<file path="src/rtl/fib_pkg.sv">
// Shared FIB hash-path definitions: widths, requester ids and the in-flight tag.
package fib_pkg;

    localparam int unsigned PREFIX_W = 64;
    localparam int unsigned LEN_W    = 6;
    localparam int unsigned HASH_W   = 10;

    localparam logic REQ_SAVE   = 1'b0;
    localparam logic REQ_LOOKUP = 1'b1;

    typedef struct packed {
        logic valid;
        logic id;
    } tag_t;

endpackage

</file>
<file path="src/rtl/fib_tag_pipe.sv">
// Shift register of request tags that tracks which requester owns each hash in flight.
module fib_tag_pipe
    import fib_pkg::*;
#(
    parameter int unsigned DEPTH = 2
) (
    input  logic clk,
    input  logic rst,
    input  tag_t tag_in,
    output tag_t tag_out,
    output logic busy
);

    tag_t [DEPTH-1:0] stage_q;

    always_ff @(posedge clk or negedge rst) begin
        if (!rst) begin
            stage_q <= '0;
        end else begin
            stage_q[0] <= tag_in;
            for (int i = 1; i < DEPTH; i++) begin
                stage_q[i] <= stage_q[i-1];
            end
        end
    end

    always_comb begin
        busy = 1'b0;
        for (int i = 0; i < DEPTH; i++) begin
            busy = busy | stage_q[i].valid;
        end
    end

    assign tag_out = stage_q[DEPTH-1];

endmodule

</file>
<file path="src/rtl/fib_hash_arbiter.sv">
// Round-robin share of the FIB hash unit between the save and lookup paths, routing each
// hash result back to the requester that issued it.
module fib_hash_arbiter #(
    parameter int unsigned HASH_LAT = 1,
    parameter int unsigned MAX_OUT  = 1,
    parameter int unsigned PREFIX_W = fib_pkg::PREFIX_W,
    parameter int unsigned LEN_W    = fib_pkg::LEN_W,
    parameter int unsigned HASH_W   = fib_pkg::HASH_W
) (
    input  logic                clk,
    input  logic                rst,
    input  logic                s_req,
    input  logic [PREFIX_W-1:0] s_prefix,
    input  logic [LEN_W-1:0]    s_len,
    output logic                s_gnt,
    output logic                s_rsp_valid,
    output logic [HASH_W-1:0]   s_rsp_hash,
    input  logic                l_req,
    input  logic [PREFIX_W-1:0] l_prefix,
    input  logic [LEN_W-1:0]    l_len,
    output logic                l_gnt,
    output logic                l_rsp_valid,
    output logic [HASH_W-1:0]   l_rsp_hash,
    output logic [PREFIX_W-1:0] h_prefix,
    output logic [LEN_W-1:0]    h_len,
    input  logic [HASH_W-1:0]   h_value,
    output logic                busy
);

    import fib_pkg::*;

    localparam int unsigned DEPTH   = 1 + HASH_LAT;
    localparam logic [1:0]  MAX_CNT = 2'(MAX_OUT);

    logic [1:0]          s_cnt_q, s_cnt_d, l_cnt_q, l_cnt_d;
    logic                rr_q;
    logic [PREFIX_W-1:0] h_prefix_q;
    logic [LEN_W-1:0]    h_len_q;
    tag_t                tag_in, tag_out;
    logic                s_dec, l_dec, s_elig, l_elig, s_win, l_win;

    assign s_dec = tag_out.valid && (tag_out.id == REQ_SAVE);
    assign l_dec = tag_out.valid && (tag_out.id == REQ_LOOKUP);

    // A response leaving this cycle frees its slot for a same-cycle grant.
    assign s_elig = rst && s_req && ((s_cnt_q < MAX_CNT) || s_dec);
    assign l_elig = rst && l_req && ((l_cnt_q < MAX_CNT) || l_dec);

    always_comb begin
        s_win = 1'b0;
        l_win = 1'b0;
        if (s_elig && l_elig) begin
            s_win = (rr_q == REQ_SAVE);
            l_win = (rr_q == REQ_LOOKUP);
        end else begin
            s_win = s_elig;
            l_win = l_elig;
        end
    end

    always_comb begin
        tag_in       = '0;
        tag_in.valid = s_win || l_win;
        tag_in.id    = l_win ? REQ_LOOKUP : REQ_SAVE;
    end

    assign s_cnt_d = s_cnt_q + {1'b0, s_win} - {1'b0, s_dec};
    assign l_cnt_d = l_cnt_q + {1'b0, l_win} - {1'b0, l_dec};

    always_ff @(posedge clk or negedge rst) begin
        if (!rst) begin
            rr_q       <= REQ_SAVE;
            s_cnt_q    <= '0;
            l_cnt_q    <= '0;
            h_prefix_q <= '0;
            h_len_q    <= '0;
        end else begin
            s_cnt_q <= s_cnt_d;
            l_cnt_q <= l_cnt_d;
            if (s_win) begin
                rr_q       <= REQ_LOOKUP;
                h_prefix_q <= s_prefix;
                h_len_q    <= s_len;
            end else if (l_win) begin
                rr_q       <= REQ_SAVE;
                h_prefix_q <= l_prefix;
                h_len_q    <= l_len;
            end
        end
    end

    fib_tag_pipe #(
        .DEPTH (DEPTH)
    ) u_tag_pipe (
        .clk     (clk),
        .rst     (rst),
        .tag_in  (tag_in),
        .tag_out (tag_out),
        .busy    (busy)
    );

    assign s_gnt       = s_win;
    assign l_gnt       = l_win;
    assign h_prefix    = h_prefix_q;
    assign h_len       = h_len_q;
    assign s_rsp_valid = s_dec;
    assign l_rsp_valid = l_dec;
    assign s_rsp_hash  = s_dec ? h_value : '0;
    assign l_rsp_hash  = l_dec ? h_value : '0;

endmodule
</file>
<file path="config.mk">
export PLATFORM = sky130hd
export DESIGN_NAME = fib_hash_arbiter
export DESIGN_NICKNAME = d
export VERILOG_FILES = /design/src/rtl/fib_pkg.sv /design/src/rtl/fib_tag_pipe.sv /design/src/rtl/fib_hash_arbiter.sv
export SDC_FILE = /design/constraint.sdc
export NUM_CORES = 1
export LEC_CHECK = 0
export BUFFER_PORTS_ARGS = -buffer_cell sky130_fd_sc_hd__buf_4
export CAP_MARGIN = 0
export CORE_MARGIN = 8
export CORE_UTILIZATION = 30
export DETAILED_ROUTE_END_ITERATION = 10
export PLACE_DENSITY = 0.66
export SYNTH_ARGS = -nofsm -noshare
export SYNTH_HDL_FRONTEND = slang
export SYNTH_SLANG_ARGS = --single-unit
</file>
<file path="constraint.sdc">
create_clock -name clk -period 1.59 [get_ports clk]
set_input_delay 0.318 -clock clk [delete_from_list [all_inputs] [get_ports clk]]
set_output_delay 0.318 -clock clk [all_outputs]
set_load 0.01 [all_outputs]
</file>
==> summary.txt, run 1 <==
max frequency: 538 MHz
Req. time, crit path: 1270 ps
DPL Wire Length: 10.5 mm
Syn Std Cell Area: 3730 um^2
Skew-Pair Late Insertion Delay: 330 ps
Core Util, Final: 57.2%
CORE AREA: 12100 um^2
most common cell after layout, fill and taps aside: buf_4
vias in the first global route: 4197
layout net count: 730
drt pass-1 iters: 4
die outline height: 127 um
register bit total from synthesis: 79
CTS tree: yes
Ys Warns: 0
Mapped Avg Cell Area: 12.5 um^2
Worst slew margin: 62.4%
CP arrival: 1540 ps
Initial Util: 30.9%
initial antenna violation count: 0
RSZ-0062 raised after global routing: yes
root buffer cell: clkbuf_16
fillers: 1013
most frequent cells in the layout: buf_4 (233), dfrtp_1 (79), o221a_1 (68)
Synthesized Nets: 456
global-route wire length before repair: 23.1 mm
final setup fails: 91
placed inst area: 5860 um^2
clk slew on worst S/H paths: 60 ps
1st-iter DRT viols: 193
max-cap viol count: 0
Layout Skew: 6.19 ps
GP Congestion: 0.809
Max H-tree Level: 3
Min Hold Slack: 8.41 ps
Post-Synthesis Cells: 299
GRT Util Overall: 18.2%
register area share after synthesis: 53.1%
element type at the critical path start: register
status: finished, violations left
DRT antenna net count: 0
Setup Crit Path Kind: register to output port
post-synthesis cell type count: 25
DR vias: 3757
Crit Path Max Fanout: 5
CTS Buf Count: 9
Routed WL: 16.3 mm
Final Max Tran Viols: 0
vias per cell: 5.04
Worst-Margin Slew: 564 ps
fin crit share: 117%
area delta synth->final: 85.2%
min-delay worst type: primary input to asynchronous set/reset pin
total negative slack: -14830 ps
DRC Markers: 0
port bufs: 248
Worst VDD drop: 0.713 mV
PnR worst setup slack: -270 ps
share of cells above drive strength 1: 60.2%
clk buf depth: 2
crit path capture type: output port
# rows: 40
I/O pin cnt: 249
clock sinks: 79
Die ar.: 16200 um^2
P per Cell Area: 1630 nW/um^2
Die X: 127 um
grt ovf: 0
final count of hold timing violations: 0
Period minus WS final: 1860 ps
wire per inst: 21.8 um
ANT cells: 0
P_leak: 3.07 nW
violated checks: negative setup slack
final instance area: 6900 um^2
pin count of the biggest net entering global routing: 46
[power by group]
group / switching [W] / leakage [nW] / internal, W
Clock: 0.000810 / 0.142 / 0.00121
Combinational: 0.00233 / 2.05 / 0.00328
Sequential: 0.000617 / 0.882 / 0.00299
[cells in the mapped netlist]
cell | number | area, um^2
a21o_1 | 1 | 7.51
and2_1 | 12 | 75.1
and2b_4 | 1 | 10.0
and3_1 | 10 | 62.6
and4_1 | 1 | 8.76
buf_2 | 7 | 35.0
buf_6 | 8 | 90.1
clkbuf_1 | 17 | 63.8
dfrtp_1 | 79 | 1980
ha_1 | 3 | 37.5
inv_1 | 5 | 18.8
nand2_1 | 1 | 3.75
nand3_2 | 1 | 10.0
nor2_1 | 2 | 7.51
nor3_1 | 1 | 5.00
o211a_4 | 1 | 17.5
o21ai_1 | 1 | 5.00
o221a_1 | 68 | 766
o221a_2 | 2 | 22.5
o2bb2ai_1 | 1 | 8.76
or2_1 | 1 | 6.26
or2_2 | 1 | 6.26
or3_1 | 70 | 438
xnor2_1 | 4 | 35.0
xor2_1 | 1 | 8.76
[routing by layer]
metal / routed length [um] / part of all wire [%] / global-route usage (%) / vias to the layer above
met5: 0 / 0 / 0 / -
met4: 136 / 0.84 / 4.48 / 0
met3: 1350 / 8.3 / 5.66 / 12
met2: 8400 / 52 / 32.5 / 175
met1: 6400 / 39 / 20.5 / 1844
li1: - / - / - / 1726
[registers in the layout (all words and copies together), names as in the netlist]
signal	flops
s_cnt_q	2
rr_q	1
u_tag_pipe.stage_q	2
h_prefix	64
l_cnt_q	2
h_len	6
u_tag_pipe.tag_out	2
[stage by stage]
| stage | total power [W] | std cells | worst slack [ps] |
|---|---|---|---|
| 2_1_floorplan | 0.00576 | 299 | -48.1 |
| 3_3_place_gp | 0.00824 | 703 | -151 |
| 3_5_place_dp | 0.00836 | 703 | -182 |
| 4_1_cts | 0.0110 | 735 | -230 |
| 5_1_grt | 0.0119 | 746 | -326 |
| 6_report | 0.0112 | 746 | -270 |
[kinds of logic (layout without fill, tap and decap cells)]
logic type,Yosys count,in the layout,synth area share (%)
AND/OR/NAND/NOR,101,101,17.0
flip-flops,79,79,53.1
XOR/XNOR,5,5,1.18
adder cells (fa/ha/maj),3,3,1.01
buffers and inverters,37,316,5.57
AO/OA/AOI/OAI,74,74,22.2
[worst max-delay path, stage by stage (launching register included)]
cell and delay (ps):
dfrtp_1 410, and2b_4 310, o21ai_2 70, or2_4 260
inv_2 60, buf_6 100
[final timing paths]
path | cells past startpoint | to | slack [ps] | start
min in group clk | 2 | h_len[0] | 260 | s_len[0]
worst min-delay path | 2 | rr_q | 8 | rst
worst max-delay path | 5 | s_gnt | -270 | u_tag_pipe.tag_out[0]
worst max register to register | 8 | h_prefix[63] | -250 | l_cnt_q[0]
worst min register to register | 0 | u_tag_pipe.tag_out[0] | 350 | u_tag_pipe.stage_q[0]
max in group asynchronous | 3 | l_cnt_q[0] | 630 | rst
[repair_timing]
| item | in CTS | in global routing |
|---|---|---|
| buffers inserted | 11 | 3 |
| pin swaps | 7 | 18 |
| hold buffers | 1 | 0 |
| resized for setup | 45 | 40 |
| endpoints found under the hold margin | 10 | 0 |
| setup endpoints to repair | 86 | 98 |
| cloned | 5 | 10 |
[area by class of cell]
class                      count  area [um^2]  share of cell area, %
sequential                    79         1980                   28.6
clock buffer                  10          229                   3.32
timing repair buffer         295         2710                   39.2
clock inverter                 6         61.3                  0.888
tap                          168          210                   3.05
inverter                       5         18.8                  0.272
multi-input combinational    183         1700                   24.6
(Power assumes the default switching activity.)
==> run 2, diff against run 1 <==
--- a/config.mk
+++ b/config.mk
@@ -5,12 +5,14 @@
 export SDC_FILE = /design/constraint.sdc
 export NUM_CORES = 1
 export LEC_CHECK = 0
-export BUFFER_PORTS_ARGS = -buffer_cell sky130_fd_sc_hd__buf_4
 export CAP_MARGIN = 0
 export CORE_MARGIN = 8
 export CORE_UTILIZATION = 30
+export CTS_CLUSTER_SIZE = 10
 export DETAILED_ROUTE_END_ITERATION = 10
-export PLACE_DENSITY = 0.66
+export DONT_BUFFER_PORTS = 1
+export PLACE_DENSITY = 0.48
+export SETUP_SLACK_MARGIN = 0.05
 export SYNTH_ARGS = -nofsm -noshare
 export SYNTH_HDL_FRONTEND = slang
 export SYNTH_SLANG_ARGS = --single-unit
==> run 2 against run 1 <==
The flow finishes with violations (negative hold slack, negative setup slack). Total power is 17% lower. Design area decreased by 30%. Setup slack gained 27 ps. Die area did not move. Routed wire length decreased by 19%. Non-clock buffer count shrank 253. Combinational power fell by 45%. Worst hold slack worse by 330 ps. Critical path depth did not move. Sequential share of layout area increased by 12 points. Flip-flop and latch count unchanged.
==> summary.txt, run 2 (synthesis gave the netlist of run 1 again) <==
clock sinks: 79
Die X: 127 um
most common cell after layout, fill and taps aside: dfrtp_1
Die ar.: 16200 um^2
vias per cell: 5.59
Min Hold Slack: -323 ps
max-cap viol count: 0
Routed WL: 13.2 mm
vias in the first global route: 3076
critical path's largest stage delay: 400 ps
CTS Buf Count: 9
drt pass-1 iters: 4
worst path bufs/invs: 2
port bufs: 0
DR vias: 2744
Worst-Margin Slew: 277 ps
grt ovf: 0
Initial Util: 30.9%
min-delay worst type: primary input to asynchronous set/reset pin
wire per inst: 26.9 um
Max H-tree Level: 3
pin count of the biggest net entering global routing: 83
Setup Crit Path Kind: register to output port
root buffer cell: clkbuf_16
Final Max Tran Viols: 0
Skew-Pair Late Insertion Delay: 330 ps
cell family with most CP delay: simple AND/OR/NAND/NOR gates
GRT Util Overall: 15.5%
final count of hold timing violations: 79
PnR worst setup slack: -243 ps
final non-filler cell total: 491
CORE AREA: 12100 um^2
share of cells above drive strength 1: 26.6%
crit path capture type: output port
DPL Wire Length: 8.39 mm
clk slew on worst S/H paths: 60 ps
P per Cell Area: 1920 nW/um^2
Layout Skew: 8.74 ps
element type at the critical path start: register
slowest cell on the critical path: dfrtp_1
DRT antenna net count: 0
initial antenna violation count: 0
GP Congestion: 0.703
global-route wire length before repair: 19.3 mm
fillers: 1131
I/O pin cnt: 249
Worst VDD drop: 0.534 mV
clk buf depth: 2
violated checks: negative hold slack, negative setup slack
CP arrival: 1520 ps
P_leak: 1.84 nW
final instance area: 4830 um^2
RSZ-0062 raised after global routing: yes
Worst slew margin: 81.4%
most frequent cells in the layout: dfrtp_1 (79), o221a_1 (68), or3_1 (65)
worst path cell trace: and2b_4 > o21ai_2 > or2_4 > buf_12 > inv_6
CTS tree: yes
die outline height: 127 um
Crit Path Max Fanout: 3
max frequency: 545 MHz
area delta synth->final: 29.6%
Req. time, crit path: 1270 ps
DRC Markers: 0
1st-iter DRT viols: 77
max reg flops: 64
# rows: 40
placed inst area: 4020 um^2
status: finished, violations left
final setup fails: 87
fin crit share: 115%
Period minus WS final: 1830 ps
ANT cells: 0
layout net count: 477
placed cells: 455
-- run 2: changes by cell type in the layout (fill, tap and decap cells not counted), moves of 3 or more --
| cell | previous run | this run |
|---|---|---|
| buf_4 | 233 | 15 |
| buf_6 | 37 | 4 |
| clkbuf_16 | 14 | 11 |
| and3_1 | 0 | 10 |
| and3_4 | 10 | 0 |
-- run 2: path summary, 6_finish.rpt --
kind | slack, ps | cells after the start | to | from
max in group asynchronous | 1760 | 0 | h_len[4] | rst
setup / recovery | -240 | 5 | s_gnt | u_tag_pipe.tag_out[0]
hold reg to reg | 350 | 0 | u_tag_pipe.tag_out[0] | u_tag_pipe.stage_q[0]
hold / removal | -320 | 0 | l_cnt_q[1] | rst
min in group clk | 180 | 1 | h_prefix[11] | s_prefix[11]
setup reg to reg | -200 | 6 | h_prefix[30] | u_tag_pipe.tag_out[0]
-- run 2: cell type report --
type | instances | area (um^2) | share of cell area, %
Clock inverter | 4 | 48.8 | 1.01
Tap cell | 168 | 210 | 4.35
Clock buffer | 10 | 229 | 4.74
Inverter | 5 | 23.8 | 0.492
Sequential cell | 79 | 1980 | 40.9
Multi-Input combinational cell | 183 | 1670 | 34.5
Timing Repair Buffer | 42 | 676 | 14.0
-- run 2: timing repair --
| item | 4_1_cts | 5_1_grt |
|---|---|---|
| resized for setup | 42 | 6 |
| hold endpoints to repair | 79 | 79 |
| buffers inserted | 13 | 0 |
| endpoints found under the setup margin | 88 | 87 |
| pin swaps | 8 | 4 |
| gates cloned | 10 | 2 |
-- run 2: layer usage --
layer | track usage (%) | up-vias | routed length (um)
met4 | 6.93 | 0 | 207
li1 | - | 1218 | -
met2 | 25.9 | 147 | 6630
met3 | 4.28 | 13 | 1180
met5 | 0 | - | 0
met1 | 18.4 | 1366 | 5200
-- run 2: per-stage QoR --
stage	setup slack (ps)	TNS, ps	hold slack [ps]	util (%)	power (W)
floorplan	-48.1	-60.1	22.4	-	0.00576
global placement	-86.2	-3430	26.1	33.3	0.00658
detailed placement	-107	-5520	25.9	33.3	0.00665
CTS	-235	-12730	-340	40.1	0.00937
global route	-298	-17010	-342	40.0	0.00981
finish	-243	-12230	-323	40.0	0.00927
-- run 2: worst reg2reg max path: cells and delay by family, from the launching register on --
family          cells  cell delay, ps
compound gates      2             320
buf+inv             2             430
flops               1             400
simple gates        2             540
-- run 2: where the power goes --
part           total [W]  switching (W)  internal (W)
clock            0.00199       0.000798       0.00120
combinational    0.00307        0.00124       0.00183
sequential       0.00421        0.00122       0.00299
total            0.00927        0.00326       0.00601
==> run 3, diff against run 2 <==
--- a/config.mk
+++ b/config.mk
@@ -12,7 +12,8 @@
 export DETAILED_ROUTE_END_ITERATION = 10
 export DONT_BUFFER_PORTS = 1
 export PLACE_DENSITY = 0.48
-export SETUP_SLACK_MARGIN = 0.05
+export SETUP_SLACK_MARGIN = 0.5
+export SKIP_LAST_GASP = 1
 export SYNTH_ARGS = -nofsm -noshare
 export SYNTH_HDL_FRONTEND = slang
 export SYNTH_SLANG_ARGS = --single-unit
==> run 3 against run 2 <==
Sequential share of layout area decreased by 1.9 points. Critical path type unchanged. Routed wire length grew 3.2%. Global-route usage decreased by 1.3 points. Critical path depth did not move. Clock power up 9.5%. Total power up 4.5%. Cell count up 1.0%. Core utilization is 2.0 points higher. The flow still finishes with violations (negative hold slack, negative setup slack). Register-to-register slack got worse by 40 ps. Sequential power increased by 1%. Combinational power is 6% higher. Largest power group unchanged.
==> summary.txt, run 3 (synthesis gave the netlist of run 1 again) <==
status: finished, violations left
die outline height: 127 um
most frequent cells in the layout: dfrtp_1 (75), o221a_1 (68), or3_1 (67)
Worst-Margin Slew: 217 ps
slowest cell on the critical path: dfrtp_1
Worst slew margin: 85.5%
worst r2r path cells: 7
share of cells above drive strength 1: 32.6%
vias in the first global route: 2974
global-route wire length before repair: 18.1 mm
drt pass-1 iters: 4
PnR worst setup slack: -244 ps
Setup Crit Path Kind: register to output port
clk buf depth: 2
Worst VDD drop: 0.625 mV
clock sinks: 79
max reg flops: 64
RSZ-0062 raised after global routing: yes
placed cells: 451
WP depth: 5
port bufs: 0
Final Power: 0.00969 W
clk slew on worst S/H paths: 60 ps
DRC Markers: 0
DRT antenna net count: 0
Period minus WS final: 1830 ps
GRT Util Overall: 14.2%
1st-iter DRT viols: 149
final setup fails: 85
Min Hold Slack: -320 ps
pin count of the biggest net entering global routing: 83
I/O pin cnt: 249
GP Congestion: 0.719
CP arrival: 1520 ps
P_leak: 1.86 nW
Crit Path Max Fanout: 3
max-cap viol count: 0
Final Max Tran Viols: 0
grt ovf: 0
max frequency: 545 MHz
wire per inst: 27.5 um
most common cell after layout, fill and taps aside: dfrtp_1
Req. time, crit path: 1270 ps
final non-filler cell total: 496
# rows: 40
vias per cell: 5.71
worst path bufs/invs: 2
min-delay worst type: primary input to asynchronous set/reset pin
DPL Wire Length: 8.41 mm
crit path capture type: output port
Layout Skew: 5.01 ps
CTS tree: yes
DR vias: 2832
P per Cell Area: 1910 nW/um^2
layout net count: 480
worst path cell trace: and2b_4 > o21ai_4 > or2_4 > buf_12 > clkinv_8
violated checks: negative hold slack, negative setup slack
CORE AREA: 12100 um^2
element type at the critical path start: register
Die ar.: 16200 um^2
initial antenna violation count: 0
CTS Buf Count: 9
Die X: 127 um
Skew-Pair Late Insertion Delay: 330 ps
cell family with most CP delay: simple AND/OR/NAND/NOR gates
fin crit share: 115%
ANT cells: 0
final count of hold timing violations: 79
area delta synth->final: 36.1%
Routed WL: 13.6 mm
critical path's largest stage delay: 410 ps
root buffer cell: clkbuf_16
Initial Util: 30.9%
Max H-tree Level: 3
-- run 3: metrics by stage --
stage / setup TNS (ps) / utilization (%) / setup slack (ps) / cell area, um^2
after floorplan: 0 / - / 2.53 / 3830
after global placement: -3070 / 33.5 / -66.9 / 4040
after detailed placement: -4680 / 33.5 / -94.5 / 4040
after global routing: -17950 / 42.1 / -289 / 5070
final: -14130 / 42.1 / -244 / 5070
after CTS: -15880 / 38.9 / -281 / 4690
-- run 3: final timing paths --
path | startpoint | to | slack, ps
worst max-delay path | u_tag_pipe.tag_out[0] | s_gnt | -240
worst min-delay path | rst | h_prefix[36] | -320
worst max register to register | u_tag_pipe.tag_out[0] | h_prefix[22] | -240
worst min register to register | u_tag_pipe.stage_q[0] | u_tag_pipe.tag_out[0] | 360
max in group asynchronous | rst | h_len[1] | 1750
min in group clk | s_prefix[50] | h_prefix[50] | 180
-- run 3: cell type report --
| class | instances | area, um^2 |
|---|---|---|
| clock buffers | 10 | 229 |
| clock inverters | 6 | 85.1 |
| fillers | 1096 | 6990 |
| inverters | 5 | 31.3 |
| multi-input cells | 183 | 1780 |
| flip-flops and latches | 79 | 1980 |
| well taps | 168 | 210 |
| repair buffers | 45 | 753 |
-- run 3: timing repair --
item                                   4_1_cts  5_1_grt
pin swaps                                    7        4
setup endpoints to repair                  131      168
gates cloned                                 3       14
gates resized for setup                     35       21
endpoints found under the hold margin       79       79
setup buffers                               10        2
-- run 3: power breakdown --
part | internal (W) | switching [W]
Sequential | 0.00300 | 0.00126
Clock | 0.00137 | 0.000812
Combinational | 0.00192 | 0.00133
-- run 3: layer usage --
metal | routed length (um) | global-route usage (%)
met5 | 0 | 0
met1 | 5310 | 16.4
met3 | 1340 | 5.37
met2 | 6830 | 23.8
met4 | 150 | 4.83
